**src/rtl/step_scheduler_pkg.sv**
```systemverilog
// Shared types and sizing for the step scheduler: mode and state encodings, voice masks,
// and the step-index to one-hot helper.
package step_scheduler_pkg;

  localparam int unsigned STEPS  = 8;
  localparam int unsigned VOICES = 4;
  localparam int unsigned CNT_W  = 20;
  localparam int unsigned IDX_W  = $clog2(STEPS);

  typedef enum logic [1:0] {
    MODE_EDIT = 2'd0,
    MODE_PLAY = 2'd1,
    MODE_RAW  = 2'd2,
    MODE_RSVD = 2'd3
  } mode_t;

  typedef enum logic {
    ST_IDLE = 1'b0,
    ST_RUN  = 1'b1
  } state_t;

  typedef logic [VOICES-1:0] voice_mask_t;
  typedef logic [IDX_W-1:0]  step_idx_t;

  function automatic logic [STEPS-1:0] idx_onehot(input step_idx_t idx);
    logic [STEPS-1:0] oh;
    oh      = '0;
    oh[idx] = 1'b1;
    return oh;
  endfunction

endpackage

```
**src/rtl/step_scheduler_timer.sv**
```systemverilog
// Step-length counter: counts up each clock, reports the terminal cycle (cnt >= lim) and
// wraps to zero there; a synchronous clear holds it at zero.
module step_scheduler_timer
  import step_scheduler_pkg::*;
(
  input  logic             clk_i,
  input  logic             rst_ni,
  input  logic             clr_i,
  input  logic [CNT_W-1:0] lim_i,
  output logic [CNT_W-1:0] cnt_o,
  output logic             term_o
);

  logic [CNT_W-1:0] cnt_q;
  logic [CNT_W-1:0] cnt_d;

  // >= rather than == so a step_len shortened below the running count still ends the step.
  assign term_o = !clr_i && (cnt_q >= lim_i);
  assign cnt_o  = cnt_q;

  always_comb begin
    cnt_d = cnt_q;
    if (clr_i || term_o) begin
      cnt_d = '0;
    end else begin
      cnt_d = cnt_q + CNT_W'(1);
    end
  end

  always_ff @(posedge clk_i) begin
    if (!rst_ni) begin
      cnt_q <= '0;
    end else begin
      cnt_q <= cnt_d;
    end
  end

endmodule

```
**src/rtl/step_scheduler.sv**
```systemverilog
// Play-mode step sequencer: 8x4 pattern store, tempo-driven step pointer, gated voice enables.
// Optional STEP_SCHED_RETRIG_EN: voices reused across a step boundary drop for one clock.
module step_scheduler
  import step_scheduler_pkg::*;
(
  input  logic                    clk_i,
  input  logic                    rst_ni,
  input  mode_t                   mode_i,
  input  logic                    wr_en_i,
  input  logic [IDX_W-1:0]        wr_step_i,
  input  logic [VOICES-1:0]       wr_mask_i,
  input  logic [VOICES-1:0]       raw_mask_i,
  input  logic [CNT_W-1:0]        step_len_i,
  input  logic [CNT_W-1:0]        gate_len_i,
  output logic [VOICES-1:0]       play_smpl_o,
  output logic [IDX_W-1:0]        step_idx_o,
  output logic [STEPS-1:0]        step_onehot_o,
  output logic                    beat_pulse_o,
  output logic [STEPS*VOICES-1:0] pattern_o
);

  state_t                       state_q, state_d;
  step_idx_t                    step_idx_q, step_idx_d, nxt_idx_s;
  voice_mask_t                  cur_mask_q, cur_mask_d;
  voice_mask_t                  play_smpl_q, play_smpl_d, voice_en_s;
  logic [STEPS-1:0][VOICES-1:0] pattern_q, pattern_d;
  logic [STEPS-1:0]             onehot_q, onehot_d;
  logic                         beat_q, beat_d;
  logic [CNT_W-1:0]             cnt_s;
  logic                         term_s;
  logic                         clr_s;
`ifdef STEP_SCHED_RETRIG_EN
  voice_mask_t                  retrig_q, retrig_d;
`endif

  // The counter only runs while playing; any other cycle holds it (and re-entry) at zero.
  assign clr_s     = !((state_q == ST_RUN) && (mode_i == MODE_PLAY));
  assign nxt_idx_s = step_idx_q + IDX_W'(1);

  step_scheduler_timer u_timer (
    .clk_i  (clk_i),
    .rst_ni (rst_ni),
    .clr_i  (clr_s),
    .lim_i  (step_len_i),
    .cnt_o  (cnt_s),
    .term_o (term_s)
  );

  always_comb begin
    state_d    = state_q;
    step_idx_d = step_idx_q;
    cur_mask_d = cur_mask_q;
    beat_d     = 1'b0;
`ifdef STEP_SCHED_RETRIG_EN
    retrig_d   = retrig_q;
`endif
    case (state_q)
      ST_IDLE: begin
        step_idx_d = '0;
        if (mode_i == MODE_PLAY) begin
          state_d    = ST_RUN;
          cur_mask_d = pattern_q[0];
          beat_d     = 1'b1;
`ifdef STEP_SCHED_RETRIG_EN
          retrig_d   = '0;
`endif
        end else begin
          state_d = ST_IDLE;
        end
      end
      ST_RUN: begin
        if (mode_i != MODE_PLAY) begin
          state_d    = ST_IDLE;
          step_idx_d = '0;
        end else if (term_s) begin
          step_idx_d = nxt_idx_s;
          cur_mask_d = pattern_q[nxt_idx_s];
          beat_d     = 1'b1;
`ifdef STEP_SCHED_RETRIG_EN
          retrig_d   = cur_mask_q & pattern_q[nxt_idx_s];
`endif
        end else begin
          state_d = ST_RUN;
        end
      end
      default: begin
        state_d    = ST_IDLE;
        step_idx_d = '0;
      end
    endcase
  end

  // Edits land in the register array only; a step load on the same clock reads the old value.
  always_comb begin
    pattern_d = pattern_q;
    if (wr_en_i) begin
      pattern_d[wr_step_i] = pattern_q[wr_step_i] ^ wr_mask_i;
    end else begin
      pattern_d = pattern_q;
    end
  end

  always_comb begin
    voice_en_s = '0;
    if ((state_q == ST_RUN) && (cnt_s < gate_len_i)) begin
      voice_en_s = cur_mask_q;
    end else begin
      voice_en_s = '0;
    end
`ifdef STEP_SCHED_RETRIG_EN
    if ((state_q == ST_RUN) && (cnt_s == '0)) begin
      voice_en_s = voice_en_s & ~retrig_q;
    end else begin
      voice_en_s = voice_en_s;
    end
`endif
    case (mode_i)
      MODE_PLAY: play_smpl_d = voice_en_s | raw_mask_i;
      MODE_RAW:  play_smpl_d = raw_mask_i;
      default:   play_smpl_d = '0;
    endcase
    if (state_d == ST_RUN) begin
      onehot_d = idx_onehot(step_idx_d);
    end else begin
      onehot_d = '0;
    end
  end

  always_ff @(posedge clk_i) begin
    if (!rst_ni) begin
      state_q     <= ST_IDLE;
      step_idx_q  <= '0;
      cur_mask_q  <= '0;
      play_smpl_q <= '0;
      pattern_q   <= '0;
      onehot_q    <= '0;
      beat_q      <= 1'b0;
`ifdef STEP_SCHED_RETRIG_EN
      retrig_q    <= '0;
`endif
    end else begin
      state_q     <= state_d;
      step_idx_q  <= step_idx_d;
      cur_mask_q  <= cur_mask_d;
      play_smpl_q <= play_smpl_d;
      pattern_q   <= pattern_d;
      onehot_q    <= onehot_d;
      beat_q      <= beat_d;
`ifdef STEP_SCHED_RETRIG_EN
      retrig_q    <= retrig_d;
`endif
    end
  end

  assign play_smpl_o   = play_smpl_q;
  assign step_idx_o    = step_idx_q;
  assign step_onehot_o = onehot_q;
  assign beat_pulse_o  = beat_q;
  assign pattern_o     = pattern_q;

endmodule

```
**config.mk**
```make
export PLATFORM = sky130hd
export DESIGN_NAME = step_scheduler
export DESIGN_NICKNAME = d
export VERILOG_FILES = /design/src/rtl/step_scheduler_pkg.sv /design/src/rtl/step_scheduler_timer.sv /design/src/rtl/step_scheduler.sv
export SDC_FILE = /design/constraint.sdc
export NUM_CORES = 1
export LEC_CHECK = 0
export ABC_AREA = 1
export CAP_MARGIN = 20
export CORE_ASPECT_RATIO = 1.75
export CORE_MARGIN = 8
export CORE_UTILIZATION = 30
export DETAILED_ROUTE_END_ITERATION = 12
export PLACE_DENSITY_LB_ADDON = 0.05
export SYNTH_ARGS = -nofsm -noshare
export SYNTH_HDL_FRONTEND = slang
export SYNTH_HIERARCHICAL = 1
export SYNTH_SLANG_ARGS = --single-unit
```
**constraint.sdc**
```tcl
create_clock -name clk_i -period 2.2 [get_ports clk_i]
set_clock_uncertainty 0.15 [all_clocks]
set_input_delay 0.44 -clock clk_i [delete_from_list [all_inputs] [get_ports clk_i]]
set_output_delay 0.44 -clock clk_i [all_outputs]
set_load 0.01 [all_outputs]
```
==> summary.md, run 1 <==
| Metric | Value |
|---|---|
| Outcome | finished with violations |
| Failing checks | negative setup slack |
| Initial Util | 30.2% |
| RSZ-0062 raised after global routing | true |
| Crit path max fanout | 5 |
| Post-DR vias/cell | 4.50 |
| Syn Area/Cell | 6.44 µm² |
| DRT Wirelength | 18100 µm |
| Post-DP HPWL | 14700 µm |
| Comb pwr share | 15.1% |
| Final hold violations | 0 |
| Fin crit period | 2.21 ns |
| HP Class | flop to flop |
| Inserted Clock Buffers | 9 |
| Die height | 188 µm |
| First-pass GRT wire length | 28300 µm |
| Slew HR | 77.3% |
| Gr ovfl total | 0 |
| Commonest non-fill, non-tap cell in the layout | nand2_1 |
| Row count | 63 |
| Clk pwr share | 44.1% |
| DIE AREA | 0.0214 mm² |
| Power Dens Cells | 454 mW/mm² |
| Net Switching | 0.903 mW |
| Vias in the first global route | 5582 |
| Routed wire per std cell | 15.3 µm |
| Slew Viols, Final | 0 |
| Internal | 2.47 mW |
| Core ar. | 0.0167 mm² |
| Final #Nets | 1052 |
| ANT nets after route | 0 |
| Area Overhead vs Synth | 47.0% |
| Final GP Congestion | 0.869 |
| Via count | 5331 |
| Post-synthesis cell type count | 34 |
| Peak Freq | 452 MHz |
| Synth area leaders | dfxtp_1 29%, nand2_1 14%, inv_1 13% |
| CTS tree | yes |
| Max Root-Sink Buffers | 2 |
| Peak VDD IR | 0.282 mV |
| CP required | 2.28 ns |
| DRC | 0 |
| Register area share after synthesis | 28.9% |
| Post-synth top area cell | dfxtp_1 |
| Seq pwr share | 40.8% |
| Die Width | 114 µm |
| Crit end category | flop |
| Layout cell share with drive strength beyond 1 | 20.4% |
| Max-Cap Viols | 0 |
| Worst skew pair latency | 0.33 ns |
| Ports | 104 |
| Initial antenna violation count | 0 |
| Final setup viols | 5 |
| Flops & latches, synth | 73 |
| Crit Path Category | input port to flop |
| Net Sw Frac | 26.8% |
| Worst Setup Slack, final | -0.0122 ns |
| Number of clock sinks | 73 |
| Root Driver | clkbuf_16 |
| Synth Cell Area | 0.00505 mm² |
| H-tree Lvls | 3 |
| Largest net degree at the start of global routing | 34 |
| Clock Pin Slew Worst Setup and Hold Paths | 0.06 ns |
| Yosys top cell area share | 28.9% |
| Most frequent cells in the layout | 169 x nand2_1, 158 x inv_1, 85 x clkdlybuf4s50_1 |
| Hold-fix buffers, CTS | 0 |
| Mapped Cells | 785 |
| Total track usage | 17.2% |
| DRT iter0 DRCs | 182 |
| CP Launch Type | input port |
| Slew @ Worst Pin | 0.337 ns |
| CP arrival | 2.29 ns |
| Leakage power total | 3.57 nW |
| Syn_nets | 884 |
| 1st-pass router iterations | 4 |
| Crit share post-route | 101% |
| Layout Utilization | 44.4% |
| Ant diodes | 0 |
| I/O Buffers | 103 |
| YS warnings | 6 |
| Worst slack, placed | -0.834 ns |
==> state kept, by name (all words and copies together), names as in the netlist <==
| name | count |
|---|---|
| step_idx_o | 3 |
| play_smpl_o | 4 |
| state_q | 1 |
| beat_pulse_o | 1 |
| u_timer/cnt_o | 20 |
| step_onehot_o | 8 |
| cur_mask_q | 4 |
| pattern_o | 32 |
==> worst paths after layout <==
check                                                   end  cells after the start                    startpoint  slack [ns]
worst max-delay path            step_onehot_o[4]$_SDFF_PN0_                     19                step_len_i[12]       -0.01
worst min-delay path            u_timer/cnt_o[0]$_SDFF_PP0_                      2   u_timer/cnt_o[0]$_SDFF_PP0_        0.38
worst max register to register  step_onehot_o[4]$_SDFF_PN0_                     17  u_timer/cnt_o[15]$_SDFF_PP0_       -0.01
worst min register to register  u_timer/cnt_o[0]$_SDFF_PP0_                      2   u_timer/cnt_o[0]$_SDFF_PP0_        0.38
==> synth_stat cells, drive strengths merged <==
master,instances
buf,9
xnor2,6
ha,43
nor3b,1
nand3,56
xor2,11
clkbuf,6
a21o,1
o211ai,17
inv,182
or2,3
nand4,9
nor3,6
nand2,194
nor2,90
o21ai,24
dfxtp,73
a21oi,54
==> per-stage QoR <==
step	total power, mW	cells	hold WS [ns]	instance area, µm²	setup TNS (ns)
2_1_floorplan	1.63	785	0.301	5060	-0.0813
3_3_place_gp	1.89	1163	0.380	6780	-23.79
3_5_place_dp	1.89	1163	0.384	6780	-23.91
4_1_cts	3.42	1184	0.381	7350	0
5_1_grt	3.53	1185	0.402	7430	-2.65
6_report	3.38	1185	0.377	7430	-0.0359
==> cell type report <==
| class | count | area, µm² |
|---|---|---|
| tap | 227 | 284 |
| timing repair buffer | 172 | 1560 |
| inverter | 182 | 683 |
| sequential | 73 | 1470 |
| clock inverter | 7 | 71.3 |
| clock buffer | 9 | 225 |
| fill | 1831 | 9280 |
| multi-input combinational | 515 | 3140 |
==> metal layers <==
layer / vias up / part of all wire [%] / GRT usage, %
met4: 0 / 3.3 / 7.01
met5: - / 0 / 0
met3: 27 / 4.3 / 3.48
met2: 112 / 58 / 35.5
li1: 2746 / - / -
met1: 2446 / 34 / 15.2
==> power by group through the flow <==
stage | logic [mW] | clock network, mW | registers (mW)
2_1_floorplan | 0.213 | 0 | 1.41
3_3_place_gp | 0.485 | 0 | 1.41
3_5_place_dp | 0.487 | 0 | 1.41
4_1_cts | 0.506 | 1.54 | 1.38
5_1_grt | 0.561 | 1.58 | 1.38
6_report | 0.508 | 1.49 | 1.38
==> critical path: stages <==
cell and delay (ns):
dlygate4sd2_1 0.19, inv_1 0.04, ha_1 0.30, nand2_4 0.06, nor2_4 0.12, nand2_4 0.10, nor2_4 0.09, nand2_2 0.05
nand2_2 0.08, nor2_4 0.04, nand2_1 0.05, nand2_1 0.06, inv_2 0.12, inv_2 0.05, or2_4 0.24, nand3_4 0.09
inv_2 0.06, nand2_2 0.06, nor2_1 0.05
==> logic make-up after synthesis <==
group,count (synthesis),synth area share (%)
AOI/OAI and AO/OA,96,10.4
and+or+nand+nor,359,31.6
DFF,73,28.9
xor gates and xnor gates,17,3.10
buffers and inverters,197,15.4
adders and majority gates,43,10.6
==> what timing repair did <==
| action | CTS | global route |
|---|---|---|
| pin swaps | 45 | 22 |
| endpoints found under the setup margin | 36 | 36 |
| hold endpoints to repair | 0 | 0 |
| setup buffers | 5 | 1 |
| resized for setup | 83 | 26 |
Power figures use the tool's default switching activity.
==> run 2, diff against run 1 <==
--- a/config.mk
+++ b/config.mk
@@ -9,9 +9,10 @@
 export CAP_MARGIN = 20
 export CORE_ASPECT_RATIO = 1.75
 export CORE_MARGIN = 8
-export CORE_UTILIZATION = 30
+export CORE_UTILIZATION = 47
 export DETAILED_ROUTE_END_ITERATION = 12
 export PLACE_DENSITY_LB_ADDON = 0.05
+export SLEW_MARGIN = 40
 export SYNTH_ARGS = -nofsm -noshare
 export SYNTH_HDL_FRONTEND = slang
 export SYNTH_HIERARCHICAL = 1
==> run 2 against run 1 <==
  * The flow still finishes with violations (negative setup slack)
  * Clock power is 6% higher
  * Core utilization is 24 points higher
  * Non-clock buffer count is 10 lower
  * Via count is 2.6% higher
  * Final cell count is 9.0% lower
  * Die area is 33% lower
  * First-iteration DRC count is 42% higher
  * Sequential cell count stayed put
  * Global-route usage is 5.8 points higher
  * Worst setup slack worse by 0.035 ns
==> summary.md, run 2 (synthesis results as in run 1) <==
| Metric | Value |
|---|---|
| Vias in the first global route | 5564 |
| Worst Setup Slack, final | -0.0470 ns |
| CP required | 2.27 ns |
| TNS Setup | -0.198 ns |
| Layout Utilization | 68.4% |
| Final setup viols | 8 |
| Core ar. | 0.0106 mm² |
| Crit share post-route | 102% |
| DRT Wirelength | 16700 µm |
| H-tree Lvls | 3 |
| CP arrival | 2.32 ns |
| Fin crit period | 2.25 ns |
| Initial Util | 47.8% |
| Fin area | 0.00723 mm² |
| Layout cell share with drive strength beyond 1 | 20.4% |
| RSZ-0062 raised after global routing | true |
| Final #Nets | 1042 |
| Initial antenna violation count | 0 |
| Slew Viols, Final | 0 |
| CP Launch Type | input port |
| Delay-heaviest family, CP | buffers and inverters |
| Ant diodes | 0 |
| DRT iter0 DRCs | 258 |
| Final GP Congestion | 0.938 |
| Max-Cap Viols | 0 |
| First-pass GRT wire length | 26000 µm |
| 1st-pass router iterations | 5 |
| Area Overhead vs Synth | 43.2% |
| Buf/Inv on CP | 5 |
| Gr ovfl total | 0 |
| Outcome | finished with violations |
| Slew HR | 77.3% |
| Crit Path Category | input port to flop |
| Max Root-Sink Buffers | 2 |
| Final hold violations | 0 |
| CTS tree | yes |
| Routed wire per std cell | 15.5 µm |
| DRC | 0 |
| Via count | 5468 |
| Placed cell areas | 0.00658 mm² |
| Crit-path cells | dlygate4sd2_1, inv_2, ha_4, a21oi_1, nand2_2, nand2_2, nand3_2, nor2_2, nand2_1, nand2_1, inv_2, buf_4, o21ai_4, inv_2, o21ai_2, a21oi_1 |
| Post-DP HPWL | 13100 µm |
| ANT nets after route | 0 |
| Commonest non-fill, non-tap cell in the layout | nand2_1 |
| Total track usage | 23.1% |
| Worst slack, placed | -0.755 ns |
| Hold Slack | 0.384 ns |
| Peak VDD IR | 0.587 mV |
| CP max-delay cell | dlygate4sd2_1 |
| CP peak stage delay | 0.23 ns |
| Peak Freq | 445 MHz |
| Die height | 153 µm |
| Max reg flops | 32 |
| Root Driver | clkbuf_16 |
| Placed cell count | 1057 |
| Power Dens Cells | 479 mW/mm² |
| Ports | 104 |
| CP dominant cell by count | inv_2 |
| I/O Buffers | 103 |
| Number of clock sinks | 73 |
| PnR Total Power | 3.46 mW |
| Crit end category | flop |
| Most frequent cells in the layout | 174 x nand2_1, 153 x inv_1, 84 x clkdlybuf4s50_1 |
| Inserted Clock Buffers | 9 |
| Leakage power total | 3.49 nW |
| HP Class | flop to flop |
| DIE AREA | 0.0145 mm² |
| Non-filler cells, final | 1078 |
| Row count | 50 |
| Failing checks | negative setup slack |
| Largest net degree at the start of global routing | 34 |
| Clock Pin Slew Worst Setup and Hold Paths | 0.06 ns |
| Post-DR vias/cell | 5.07 |
| Die Width | 94.4 µm |
| Slew @ Worst Pin | 0.341 ns |
| Crit path max fanout | 5 |
| Worst skew pair latency | 0.34 ns |
==> run 2: changes by cell type in the layout (fill, tap and decap cells not counted), sizes merged <==
| cell | before | now |
|---|---|---|
| buf | 69 | 59 |
| dlygate4sd2 | 14 | 19 |
| clkdlybuf4s15 | 4 | 0 |
| clkinvlp | 3 | 1 |
| bufinv | 1 | 2 |
| clkdlybuf4s50 | 85 | 84 |
| clkinv | 3 | 4 |
==> run 2: what timing repair did <==
item / in CTS / in global routing
gates resized for setup: 84 / 24
hold buffers: 0 / 0
pin swaps: 56 / 25
setup buffers: 3 / 2
endpoints found under the setup margin: 16 / 14
==> run 2: tightest hold or removal path: stages (launching register included) <==
cell     delay, ns
dfxtp_1       0.31
o21ai_1       0.13
a21oi_1       0.05
==> run 2: layout make-up <==
class / count / area (µm²)
Tap cell: 130 / 163
Fill cell: 965 / 3340
Inverter: 182 / 683
Multi-Input combinational cell: 515 / 3130
Clock inverter: 7 / 95.1
Sequential cell: 73 / 1470
Timing Repair Buffer: 162 / 1470
Clock buffer: 9 / 225
==> run 2: power by group <==
group | leakage, nW | internal (mW) | switching, mW
Combinational | 2.74 | 0.239 | 0.261
Sequential | 0.597 | 1.35 | 0.0266
Clock | 0.155 | 0.992 | 0.593
Total | 3.49 | 2.58 | 0.881
==> run 2: worst paths after layout <==
path                                start                         end  slack [ns]  depth (start not counted)
min reg2reg    cur_mask_q[3]$_SDFFE_PN0P_  cur_mask_q[3]$_SDFFE_PN0P_        0.38                          2
max                        step_len_i[15]  cur_mask_q[1]$_SDFFE_PN0P_       -0.05                         16
max reg2reg  u_timer/cnt_o[15]$_SDFF_PP0_  cur_mask_q[1]$_SDFFE_PN0P_       -0.03                         14
min            cur_mask_q[3]$_SDFFE_PN0P_  cur_mask_q[3]$_SDFFE_PN0P_        0.38                          2
==> run 2: layer usage <==
layer | vias to the layer above | global-route usage [%] | wire, µm
li1 | 2731 | - | -
met1 | 2508 | 19.3 | 5470
met2 | 173 | 45.5 | 9690
met3 | 56 | 4.46 | 707
met4 | 0 | 14.9 | 881
met5 | - | 0 | 0
